==> config.mk <==
export PLATFORM = sky130hd
export DESIGN_NAME = mem_arbiter_flat
export DESIGN_NICKNAME = d
export VERILOG_FILES = /design/src/rtl/mem_arb_pkg.sv /design/src/rtl/mem_arbiter_if.sv /design/src/rtl/rr_pick2.sv /design/src/rtl/mem_arbiter.sv /design/src/flat_wrapper.sv
export SDC_FILE = /design/constraint.sdc
export NUM_CORES = 1
export LEC_CHECK = 0
export CAP_MARGIN = 40
export CORE_ASPECT_RATIO = 1.4
export CORE_MARGIN = 8
export CORE_UTILIZATION = 25
export DETAILED_ROUTE_END_ITERATION = 7
export PLACE_DENSITY = 0.67
export SLEW_MARGIN = 20
export SYNTH_ARGS = -nofsm -noshare
export SYNTH_HDL_FRONTEND = slang
export SYNTH_SLANG_ARGS = --single-unit
==> constraint.sdc <==
create_clock -name clk -period 1 [get_ports clk]
set_input_delay 0.1 -clock clk [delete_from_list [all_inputs] [get_ports clk]]
set_output_delay 0.1 -clock clk [all_outputs]
set_load 0.005 [all_outputs]
==> src/rtl/mem_arb_pkg.sv <==
// mem_arb_pkg: shared FSM encoding and default widths for the memory arbiter.
package mem_arb_pkg;
  localparam int ADDR_W_DEF = 16;
  localparam int DATA_W_DEF = 8;
  typedef enum logic {IDLE, ISSUE} state_e;
endpackage

==> src/rtl/mem_arbiter_if.sv <==
// mem_arbiter_if: requester-side handshakes and memory-side bus of the arbiter.
// The lock inputs exist only when MEM_ARB_LOCK_EN is defined.
interface mem_arbiter_if #(
  parameter int ADDR_W = 16,
  parameter int DATA_W = 8
);
  logic [1:0] req, we, gnt, rvalid;
  logic [ADDR_W-1:0] addr [2];
  logic [DATA_W-1:0] wdata [2];
  logic [DATA_W-1:0] rdata [2];
`ifdef MEM_ARB_LOCK_EN
  logic [1:0] lock;
`endif
  logic mem_read, mem_write;
  logic [ADDR_W-1:0] mem_addr;
  logic [DATA_W-1:0] mem_wdata, mem_rdata;
  modport slave (
    input req, we, addr, wdata, mem_rdata,
`ifdef MEM_ARB_LOCK_EN
    input lock,
`endif
    output gnt, rvalid, rdata, mem_read, mem_write, mem_addr, mem_wdata
  );
  modport master (
    output req, we, addr, wdata, mem_rdata,
`ifdef MEM_ARB_LOCK_EN
    output lock,
`endif
    input gnt, rvalid, rdata, mem_read, mem_write, mem_addr, mem_wdata
  );
endinterface

==> src/rtl/rr_pick2.sv <==
// rr_pick2: one-hot winner of two requesters; an active owner excludes the other side.
module rr_pick2 (
  input  logic [1:0] req_i,
  input  logic       last_i,
  input  logic       own_vld_i,
  input  logic       own_i,
  output logic [1:0] pick_o
);
  always_comb
    pick_o = own_vld_i ? req_i & (own_i ? 2'b10 : 2'b01)
           : &req_i   ? (last_i ? 2'b01 : 2'b10)
           : req_i;
endmodule

==> src/rtl/mem_arbiter.sv <==
// mem_arbiter: round-robin arbiter of two requesters onto one memory, two cycles per access.
// Define MEM_ARB_LOCK_EN to let a requester keep ownership across grants via lock.
module mem_arbiter
  import mem_arb_pkg::*;
#(
  parameter int ADDR_W = ADDR_W_DEF,
  parameter int DATA_W = DATA_W_DEF
) (
  input logic clk,
  input logic rst_n,
  mem_arbiter_if.slave bus
);
  state_e state_q, state_d;
  logic [1:0] pick, gnt_q, gnt_d, rvalid_q, rvalid_d;
  logic win, start, win_q, win_d, last_q, last_d, rd_q, rd_d, wr_q, wr_d, own_vld, own_id;
  logic [ADDR_W-1:0] addr_q, addr_d;
  logic [DATA_W-1:0] wdata_q, wdata_d;
  logic [DATA_W-1:0] rdata_q [2];
  logic [DATA_W-1:0] rdata_d [2];
  assign win = pick[1];
  assign start = state_q == IDLE && |pick;
`ifdef MEM_ARB_LOCK_EN
  logic own_q, own_d, own_vld_q, own_vld_d, lk_q, lk_d;
  // ownership lapses as soon as the owner shows neither req nor lock while idle
  assign own_id = own_q;
  assign own_vld = own_vld_q & (bus.req[own_q] | bus.lock[own_q]);
  always_comb begin
    own_d = state_q == ISSUE ? win_q : own_q;
    own_vld_d = state_q == ISSUE ? lk_q : own_vld;
    lk_d = start ? bus.lock[win] : lk_q;
  end
  always_ff @(posedge clk)
    if (!rst_n) begin
      own_q <= 1'b0;
      own_vld_q <= 1'b0;
      lk_q <= 1'b0;
    end else begin
      own_q <= own_d;
      own_vld_q <= own_vld_d;
      lk_q <= lk_d;
    end
`else
  assign own_id = 1'b0;
  assign own_vld = 1'b0;
`endif
  rr_pick2 u_pick (
    .req_i(bus.req),
    .last_i(last_q),
    .own_vld_i(own_vld),
    .own_i(own_id),
    .pick_o(pick)
  );
  always_ff @(posedge clk)
    if (!rst_n) begin
      state_q <= IDLE;
      gnt_q <= '0;
      rvalid_q <= '0;
      rdata_q <= '{default: '0};
      rd_q <= 1'b0;
      wr_q <= 1'b0;
      addr_q <= '0;
      wdata_q <= '0;
      win_q <= 1'b0;
      last_q <= 1'b1;
    end else begin
      state_q <= state_d;
      gnt_q <= gnt_d;
      rvalid_q <= rvalid_d;
      rdata_q <= rdata_d;
      rd_q <= rd_d;
      wr_q <= wr_d;
      addr_q <= addr_d;
      wdata_q <= wdata_d;
      win_q <= win_d;
      last_q <= last_d;
    end
  always_comb state_d = start ? ISSUE : IDLE;
  // last-granted only moves once the access has really been issued
  always_comb begin
    gnt_d = start ? pick : 2'b00;
    rd_d = start & ~bus.we[win];
    wr_d = start & bus.we[win];
    addr_d = start ? bus.addr[win] : addr_q;
    wdata_d = start ? bus.wdata[win] : wdata_q;
    win_d = start ? win : win_q;
    last_d = state_q == ISSUE ? win_q : last_q;
    rvalid_d = state_q == ISSUE && rd_q ? (win_q ? 2'b10 : 2'b01) : 2'b00;
    rdata_d = rdata_q;
    rdata_d[win_q] = |rvalid_d ? bus.mem_rdata : rdata_q[win_q];
  end
  assign bus.gnt = gnt_q;
  assign bus.rvalid = rvalid_q;
  assign bus.rdata = rdata_q;
  assign bus.mem_read = rd_q;
  assign bus.mem_write = wr_q;
  assign bus.mem_addr = addr_q;
  assign bus.mem_wdata = wdata_q;
endmodule

==> src/flat_wrapper.sv <==
// flat-port wrapper written by rule: the top's interface ports become plain ports
module mem_arbiter_flat import mem_arb_pkg::*;
#(
  parameter int ADDR_W = ADDR_W_DEF,
  parameter int DATA_W = DATA_W_DEF
)
  (clk, rst_n, bus_req, bus_we, bus_addr, bus_wdata, bus_mem_rdata, bus_gnt, bus_rvalid, bus_rdata, bus_mem_read, bus_mem_write, bus_mem_addr, bus_mem_wdata);
  mem_arbiter_if #(.ADDR_W(ADDR_W), .DATA_W(DATA_W)) bus_i ();
  input logic clk;
  input logic rst_n;
  input wire logic [$bits(bus_i.req)-1:0] bus_req;
  input wire logic [$bits(bus_i.we)-1:0] bus_we;
  input wire logic [$bits(bus_i.addr)-1:0] bus_addr;
  input wire logic [$bits(bus_i.wdata)-1:0] bus_wdata;
  input wire logic [$bits(bus_i.mem_rdata)-1:0] bus_mem_rdata;
  output wire logic [$bits(bus_i.gnt)-1:0] bus_gnt;
  output wire logic [$bits(bus_i.rvalid)-1:0] bus_rvalid;
  output wire logic [$bits(bus_i.rdata)-1:0] bus_rdata;
  output wire logic [$bits(bus_i.mem_read)-1:0] bus_mem_read;
  output wire logic [$bits(bus_i.mem_write)-1:0] bus_mem_write;
  output wire logic [$bits(bus_i.mem_addr)-1:0] bus_mem_addr;
  output wire logic [$bits(bus_i.mem_wdata)-1:0] bus_mem_wdata;
  assign bus_i.req = bus_req;
  assign bus_i.we = bus_we;
  assign bus_i.addr = {>>{bus_addr}};
  assign bus_i.wdata = {>>{bus_wdata}};
  assign bus_i.mem_rdata = bus_mem_rdata;
  assign bus_gnt = bus_i.gnt;
  assign bus_rvalid = bus_i.rvalid;
  assign bus_rdata = {>>{bus_i.rdata}};
  assign bus_mem_read = bus_i.mem_read;
  assign bus_mem_write = bus_i.mem_write;
  assign bus_mem_addr = bus_i.mem_addr;
  assign bus_mem_wdata = bus_i.mem_wdata;
  mem_arbiter #(.ADDR_W(ADDR_W), .DATA_W(DATA_W)) u_core (.clk(clk), .rst_n(rst_n), .bus(bus_i));
endmodule
==> metrics.cfg, run 1 <==
[drt]
dr.pass1.iters = 3
wl_um = 7345
drc = 0
via_per_inst = 4.517
wl_per_cell_um = 16.21
num_vias = 2046
drtAntennaViolNets = 0
drt_iter0_drc = 74

[floorplan]
ios = 108
rows = 38
initial_core_util_pct = 25.54
die_area_um2 = 11000
die_w_um = 90.97
dieHeight_um = 121.0
core_area_um2 = 7702

[cts]
cts_tree = yes
cts_buffers = 5
clk_path_buf_depth = 2
path_clk_slew_ns = 0.09
holdBufCountCts = 0
clock-root-buffer = clkbuf_8
clock_sinks = 49
htreeDepth = 2
clk_latency_ns = 0.29

[critical_path]
cp_cell_sequence = buf_6 -> a21bo_4 -> clkbuf_16 -> nand2_1 -> a31oi_1
cp-start-kind = flip-flop
critical_path_required_ns = 1.19
cp_slowest_stage_delay_ns = 0.37
crit_type = flip-flop to flip-flop
endpoint_kind = flip-flop
crit_path_max_fanout = 6
arrival_ns = 1.37
cp_slowest_cell = dfxtp_4

[logic_synthesis]
synth-seq-area-share_pct = 49.87
synth_area_per_cell_um2 = 9.148
synthCells = 215
synthDistinctLibCells = 23
ys_warn_count = 0
syn_nets = 277
synth-seq-cells = 49
syn_area_um2 = 1967

[sta]
relSlewSlack_pct = 83.01
max_freq_ghz = 0.8455
post-route-min-period_ns = 1.183
finalSetupViolations = 44
report.final.slew_viol_count = 0
tns_ns = -5.417
hold_viol = 0
whs_ns = 0.2623
min_period_over_period_pct = 118.3
skew_ns = 0.003527
layout_setup_ws_ns = -0.1828
rsz0062_at_grt = yes
tightest_slew_ns = 0.2532

[pwr]
p_total_mw = 4.623
vdd_drop_max_mv = 0.7061
p_per_area_nw_per_um2 = 1177
power_leakage_nw = 1.662

[global_route]
grt_use_met3_pct = 4.706
grt_pass1_wl_um = 11790
grt_usage_pct = 13.28
use_met1_pct = 13.59
met2_usage_pct = 24.84
grt.busiest_layer = met2
grt_pass1_vias = 2272
overflow = 0
antenna_found_initial = 0
grt_max_degree = 17

[final_layout]
antenna_cells = 0
fin_nets = 414
n_fill_cell = 749
post-route-cell-area_um2 = 3928
drive_gt1_share_pct = 39.09
area_delta_synth_final_pct = 99.68

[min_path]
hold_class = input pin to flip-flop

[placed_design]
gp_congestion = 0.7354
placed_cell_area_um2 = 3236
dp_hpwl_um = 4559
placement.io_buffers = 107

[run_status]
status = finished, violations left
violations = negative setup slack

[run]
max-cap-violations = 0

[through the flow]
stage | cells | util [%] | setup slack (ns)
3_3_place_gp | 423 | 42.01 | -0.3825
3_5_place_dp | 423 | 42.01 | -0.4166
6_report | 453 | 50.99 | -0.1828
4_1_cts | 451 | 48.99 | -0.1880
2_1_floorplan | 215 | - | 0.007866
5_1_grt | 453 | 50.99 | -0.2291
[synthesized netlist by cell type]
cell,instances,area (µm²)
buf_4,3,22.52
nand2_1,52,195.2
clkbuf_1,4,15.01
o21ba_4,1,16.27
nor3b_1,1,7.510
buf_6,6,67.56
nor2b_1,19,118.9
nand3b_1,1,7.510
o21ai_1,1,5.000
mux2i_1,18,180.2
nor2_1,3,11.26
inv_1,1,3.750
a21boi_4,1,18.77
nand3_2,1,10.01
dfxtp_1,49,980.9
o21ai_0,23,115.1
nor3_1,1,5.000
a31oi_1,24,150.1
clkbuf_2,1,5.000
nand2b_1,1,6.260
buf_2,2,10.01
a21bo_1,1,10.01
nand3_1,1,5.000
[layout by cell type (no fill, tap or decap), types with 7 or more instances in the layout]
cell and instances:
dfxtp_2 35, buf_4 13, buf_12 8, buf_6 13, o21ai_2 13, nand2_2 14
mux2i_1 17, dfxtp_1 13, nor2b_1 19, nand2_4 7, clkdlybuf4s50_1 59, nand2_1 31
a31oi_1 19, clkdlybuf4s15_1 32
[worst max-delay path, delay by kind of cell (launching register included)]
kind | cells | cell delay [ns]
buffers and inverters | 2 | 0.29
AND/OR/NAND/NOR | 1 | 0.07
flip-flops | 1 | 0.37
AO/OA/AOI/OAI | 2 | 0.34
[cell families (layout without fill, tap and decap cells)]
group / count (synthesis) / after routing / share of synthesized area (%)
simple gates: 80 / 80 / 18.64
compound gates: 51 / 51 / 16.03
flops: 49 / 49 / 49.87
mux: 18 / 18 / 9.160
buf+inv: 17 / 155 / 6.297
[final cells by class]
class | count | area, µm² | area share, %
clock inverter | 3 | 17.52 | 0.4460
clock buffer | 5 | 68.82 | 1.752
timing repair buffer | 146 | 1594 | 40.59
inverter | 1 | 3.754 | 0.09557
multi-input combinational | 149 | 1090 | 27.75
sequential | 49 | 1028 | 26.19
tap | 100 | 125.1 | 3.186
[registers in the layout, indices dropped and copies added, names as in the netlist]
| register | flops |
|---|---|
| u_core.bus.mem_write | 1 |
| u_core.bus.rdata | 16 |
| u_core.bus.mem_read | 1 |
| u_core.win_q | 1 |
| u_core.state_q | 1 |
| u_core.bus.mem_wdata | 8 |
| u_core.bus.mem_addr | 16 |
| u_core.bus.gnt | 2 |
| u_core.bus.rvalid | 2 |
| u_core.last_q | 1 |
[power breakdown]
part / internal [mW] / switching, mW
Clock: 0.484 / 0.648
Sequential: 2.09 / 0.0777
Combinational: 0.799 / 0.524
Total: 3.37 / 1.25
[path summary, 6_finish.rpt]
kind | slack, ns | from | cells after the start | end
worst max-delay path | -0.18 | u_core.last_q | 5 | u_core.bus.mem_addr[15]
worst min-delay path | 0.26 | bus_req[0] | 3 | u_core.bus.gnt[0]
worst max register to register | -0.18 | u_core.last_q | 5 | u_core.bus.mem_addr[15]
worst min register to register | 0.51 | u_core.bus.mem_addr[2] | 2 | u_core.bus.mem_addr[2]
[layer usage]
layer	wire length, µm	vias up
met1	2683	956
met2	4122	70
li1	-	1014
met3	461	6
met4	78	0
met5	0	-
[repair_timing]
item,in CTS,in global routing
pin swaps,18,28
gates cloned,8,1
resized for setup,135,91
setup buffers,12,4
endpoints found under the setup margin,90,83
Power figures use the tool's default switching activity.
==> inputs of run 2 (changes only) <==
--- a/config.mk
+++ b/config.mk
@@ -5,6 +5,7 @@
 export SDC_FILE = /design/constraint.sdc
 export NUM_CORES = 1
 export LEC_CHECK = 0
+export ABC_CLOCK_PERIOD_IN_PS = 1000
 export CAP_MARGIN = 40
 export CORE_ASPECT_RATIO = 1.4
 export CORE_MARGIN = 8
@@ -14,4 +15,5 @@
 export SLEW_MARGIN = 20
 export SYNTH_ARGS = -nofsm -noshare
 export SYNTH_HDL_FRONTEND = slang
+export SYNTH_HIERARCHICAL = 1
 export SYNTH_SLANG_ARGS = --single-unit
==> run 2 against run 1 <==
Effect of this change:
- the run still ends with negative setup slack left
- utilization decreased by 4.8 points
- sequential share of layout area rose by 2.6 points
- via count is 12% lower
- global-route usage is 3.1 points lower
- synthesized cell count down 17%
- routed wire length decreased by 19%
- sequential power is essentially flat
- hold slack gained 0.027 ns
- power is 1.8% lower
- largest cell class unchanged
==> metrics.cfg, run 2 <==
[final_layout]
stdcell_count = 412  ; was 453
final_cell_mix = clkdlybuf4s50_1, dfxtp_2, clkdlybuf4s15_1, mux2i_1, buf_4  ; was clkdlybuf4s50_1, dfxtp_2, clkdlybuf4s15_1, nand2_1
utilization_pct = 46.22  ; was 50.99%
antenna_cells = 0  ; unchanged
final_common_cell = clkdlybuf4s50_1  ; unchanged
drive_gt1_share_pct = 36.86  ; was 39.09%
fin_nets = 373  ; was 414
area_delta_synth_final_pct = 81.09  ; was 99.68%

[sta]
skew_ns = 0.007241  ; was 0.003527 ns
whs_ns = 0.2889  ; was 0.2623 ns
post-route-min-period_ns = 1.404  ; was 1.183 ns
max_freq_ghz = 0.7123  ; was 0.8455 GHz
finalSetupViolations = 38  ; was 44
layout_setup_ws_ns = -0.4039  ; was -0.1828 ns
hold_viol = 0  ; unchanged
min_period_over_period_pct = 140.4  ; was 118.3%
rsz0062_at_grt = yes  ; unchanged
report.final.slew_viol_count = 0  ; unchanged

[critical_path]
crit_type = flip-flop to flip-flop  ; unchanged
cp-start-kind = flip-flop  ; unchanged
worstSetupStartpoint = u_core/last_q  ; was u_core.last_q
path_depth = 6  ; was 5
cp_slowest_stage_delay_ns = 0.35  ; was 0.37 ns
cp_slowest_cell = dfxtp_2  ; was dfxtp_4
arrival_ns = 1.63  ; was 1.37 ns
endpoint = u_core/bus.mem_addr[11]  ; was u_core.bus.mem_addr[15]
r2r-end = u_core/bus.mem_addr[11]  ; was u_core.bus.mem_addr[15]
r2r_start = u_core/last_q  ; was u_core.last_q
cp_cell_sequence = nand2_1 -> o211a_1 -> o21ba_4 -> nor2b_4 -> buf_12 -> o2bb2ai_1  ; was buf_6 -> a21bo_4 -> clkbuf_16 -> nand2_1 -> a31oi_1
critical_path_required_ns = 1.22  ; was 1.19 ns
endpoint_kind = flip-flop  ; unchanged
crit_path_max_fanout = 18  ; was 6
rr_worst_depth = 6  ; was 5
crit_family = compound AO/OA/AOI/OAI gates  ; was flip-flops
crit_buf_inv = 1  ; was 2
r2r_slack_ns = -0.40  ; was -0.18 ns

[placed_design]
place_inst = 389  ; was 423
gp_congestion = 0.6737  ; was 0.7354
dp_hpwl_um = 4376  ; was 4559 µm
placement.io_buffers = 107  ; unchanged
pre_cts_slack_ns = -0.6586  ; was -0.4166 ns

[floorplan]
initial_core_util_pct = 25.52  ; was 25.54%
dieHeight_um = 120.9  ; was 121.0 µm
die_w_um = 90.94  ; was 90.97 µm
core_area_um2 = 7702  ; unchanged
die_area_um2 = 11000  ; about the same
ios = 108  ; unchanged
rows = 38  ; unchanged

[pwr]
power_leakage_nw = 1.413  ; was 1.662 nW
vdd_drop_max_mv = 0.6147  ; was 0.7061 mV
p_per_area_nw_per_um2 = 1275  ; was 1177 nW/µm²

[logic_synthesis]
synth_top_area_share_pct = 49.90  ; was 49.87%
synth_area_per_cell_um2 = 11.04  ; was 9.148 µm²
synth-seq-cells = 49  ; unchanged
syn_area_um2 = 1966  ; was 1967 µm²
synthCells = 178  ; was 215
ys_top_cells_by_area = dfxtp_1, mux2i_1, o2bb2ai_2, o2bb2ai_1, nand3_1  ; was dfxtp_1, nand2_1, mux2i_1, a31oi_1, nor2b_1
synth_edf_count = 0  ; unchanged
synth_common_cells = dfxtp_1, mux2i_1, nand3_1  ; was nand2_1, dfxtp_1, a31oi_1
ys_warn_count = 6  ; was 0
synth_top_area_cell = dfxtp_1  ; unchanged
async_flop_share_pct = 0  ; unchanged
yosysMostFrequentCell = dfxtp_1  ; was nand2_1
synthDistinctLibCells = 26  ; was 23
synth-seq-area-share_pct = 49.90  ; was 49.87%
synthFlopType = dfxtp_1  ; unchanged

[drt]
drtAntennaViolNets = 0  ; unchanged
via_per_inst = 4.386  ; was 4.517
num_vias = 1807  ; was 2046
drc = 0  ; unchanged
dr.pass1.iters = 4  ; was 3
wl_per_cell_um = 14.39  ; was 16.21 µm
wl_um = 5929  ; was 7345 µm
drt_iter0_drc = 38  ; was 74

[cts]
path_clk_slew_ns = 0.09  ; about the same
cts_tree = yes  ; unchanged
htreeDepth = 2  ; unchanged
clk_path_buf_depth = 2  ; unchanged
clock-root-buffer = clkbuf_8  ; unchanged
clk_latency_ns = 0.30  ; was 0.29 ns
cts_buffers = 5  ; unchanged
clock_sinks = 49  ; unchanged

[min_path]
hold_class = input pin to flip-flop  ; unchanged
hold_path.startpoint = rst_n  ; was bus_req[0]

[global_route]
overflow = 0  ; unchanged
grt_pass1_wl_um = 9163  ; was 11790 µm
grt_max_degree = 30  ; was 17
grt_usage_pct = 10.16  ; was 13.28%
antenna_found_initial = 0  ; unchanged
grt_pass1_vias = 1896  ; was 2272

[run_status]
status = finished, violations left  ; unchanged
violations = negative setup slack  ; unchanged

[run]
max-cap-violations = 0  ; unchanged

## run 2: timing repair
item / CTS / global route
cloned: 0 / 2
pin swaps: 1 / 9
gates resized for setup: 93 / 78
setup buffers: 9 / 4
hold buffers: 0 / 0
setup endpoints to repair: 86 / 81
## run 2: final cells by class
cell class / instances / area, µm²
Clock buffer: 6 / 72.57
Clock inverter: 2 / 38.79
Fill cell: 772 / 4143
Inverter: 3 / 11.26
Multi-Input combinational cell: 118 / 1007
Sequential cell: 49 / 1026
Tap cell: 100 / 125.1
Timing Repair Buffer: 134 / 1279
## run 2: how the worst min path moves through the flow
stage / to / slack (ns) / cells after the start
final: u_core/state_q / 0.29 / 3
after detailed placement: u_core/bus.rvalid[0] / 0.45 / 1
after floorplan: u_core/bus.rdata[13] / 0.25 / 2
after CTS: u_core/state_q / 0.28 / 3
after global placement: u_core/bus.rvalid[0] / 0.44 / 1
after global routing: u_core/state_q / 0.30 / 3
## run 2: cells by family (layout without fill, tap and decap cells)
family                 Yosys count  count (layout)  share of synthesized area, %
DFF                             49              49                         49.90
AOI/OAI and AO/OA               45              45                         20.37
and+or+nand+nor                 42              42                         11.08
muxes                           25              25                         12.73
buffers and inverters           16             145                         5.728
other                            1               6                        0.1908
## run 2: tightest hold or removal path, stage by stage
cell	delay [ns]
dlygate4sd2_1	0.31
nand2_4	0.12
inv_2	0.03
## run 2: per-layer routing
layer	vias to the layer above	part of all wire (%)	global-route usage, %
met5	-	0	0
met4	0	0.78	3.494
met3	5	7.6	4.211
met2	66	54	17.79
met1	831	38	10.72
li1	905	-	-
## run 2: report_power, final
group	total [mW]	switching (mW)	internal (mW)	leakage [nW]
logic	0.993	0.383	0.610	0.943
registers	2.16	0.0733	2.09	0.415
clock network	1.38	0.633	0.751	0.0554
total	4.54	1.09	3.45	1.41
## run 2: metrics by stage
| stage | setup TNS (ns) | total power [mW] | instance area (µm²) |
|---|---|---|---|
| after detailed placement | -22.18 | 3.154 | 3238 |
| after global routing | -13.95 | 4.797 | 3560 |
| final | -11.01 | 4.538 | 3560 |
| after CTS | -11.18 | 4.570 | 3425 |
| after global placement | -21.86 | 3.147 | 3238 |
| after floorplan | -1.841 | 2.595 | 2033 |
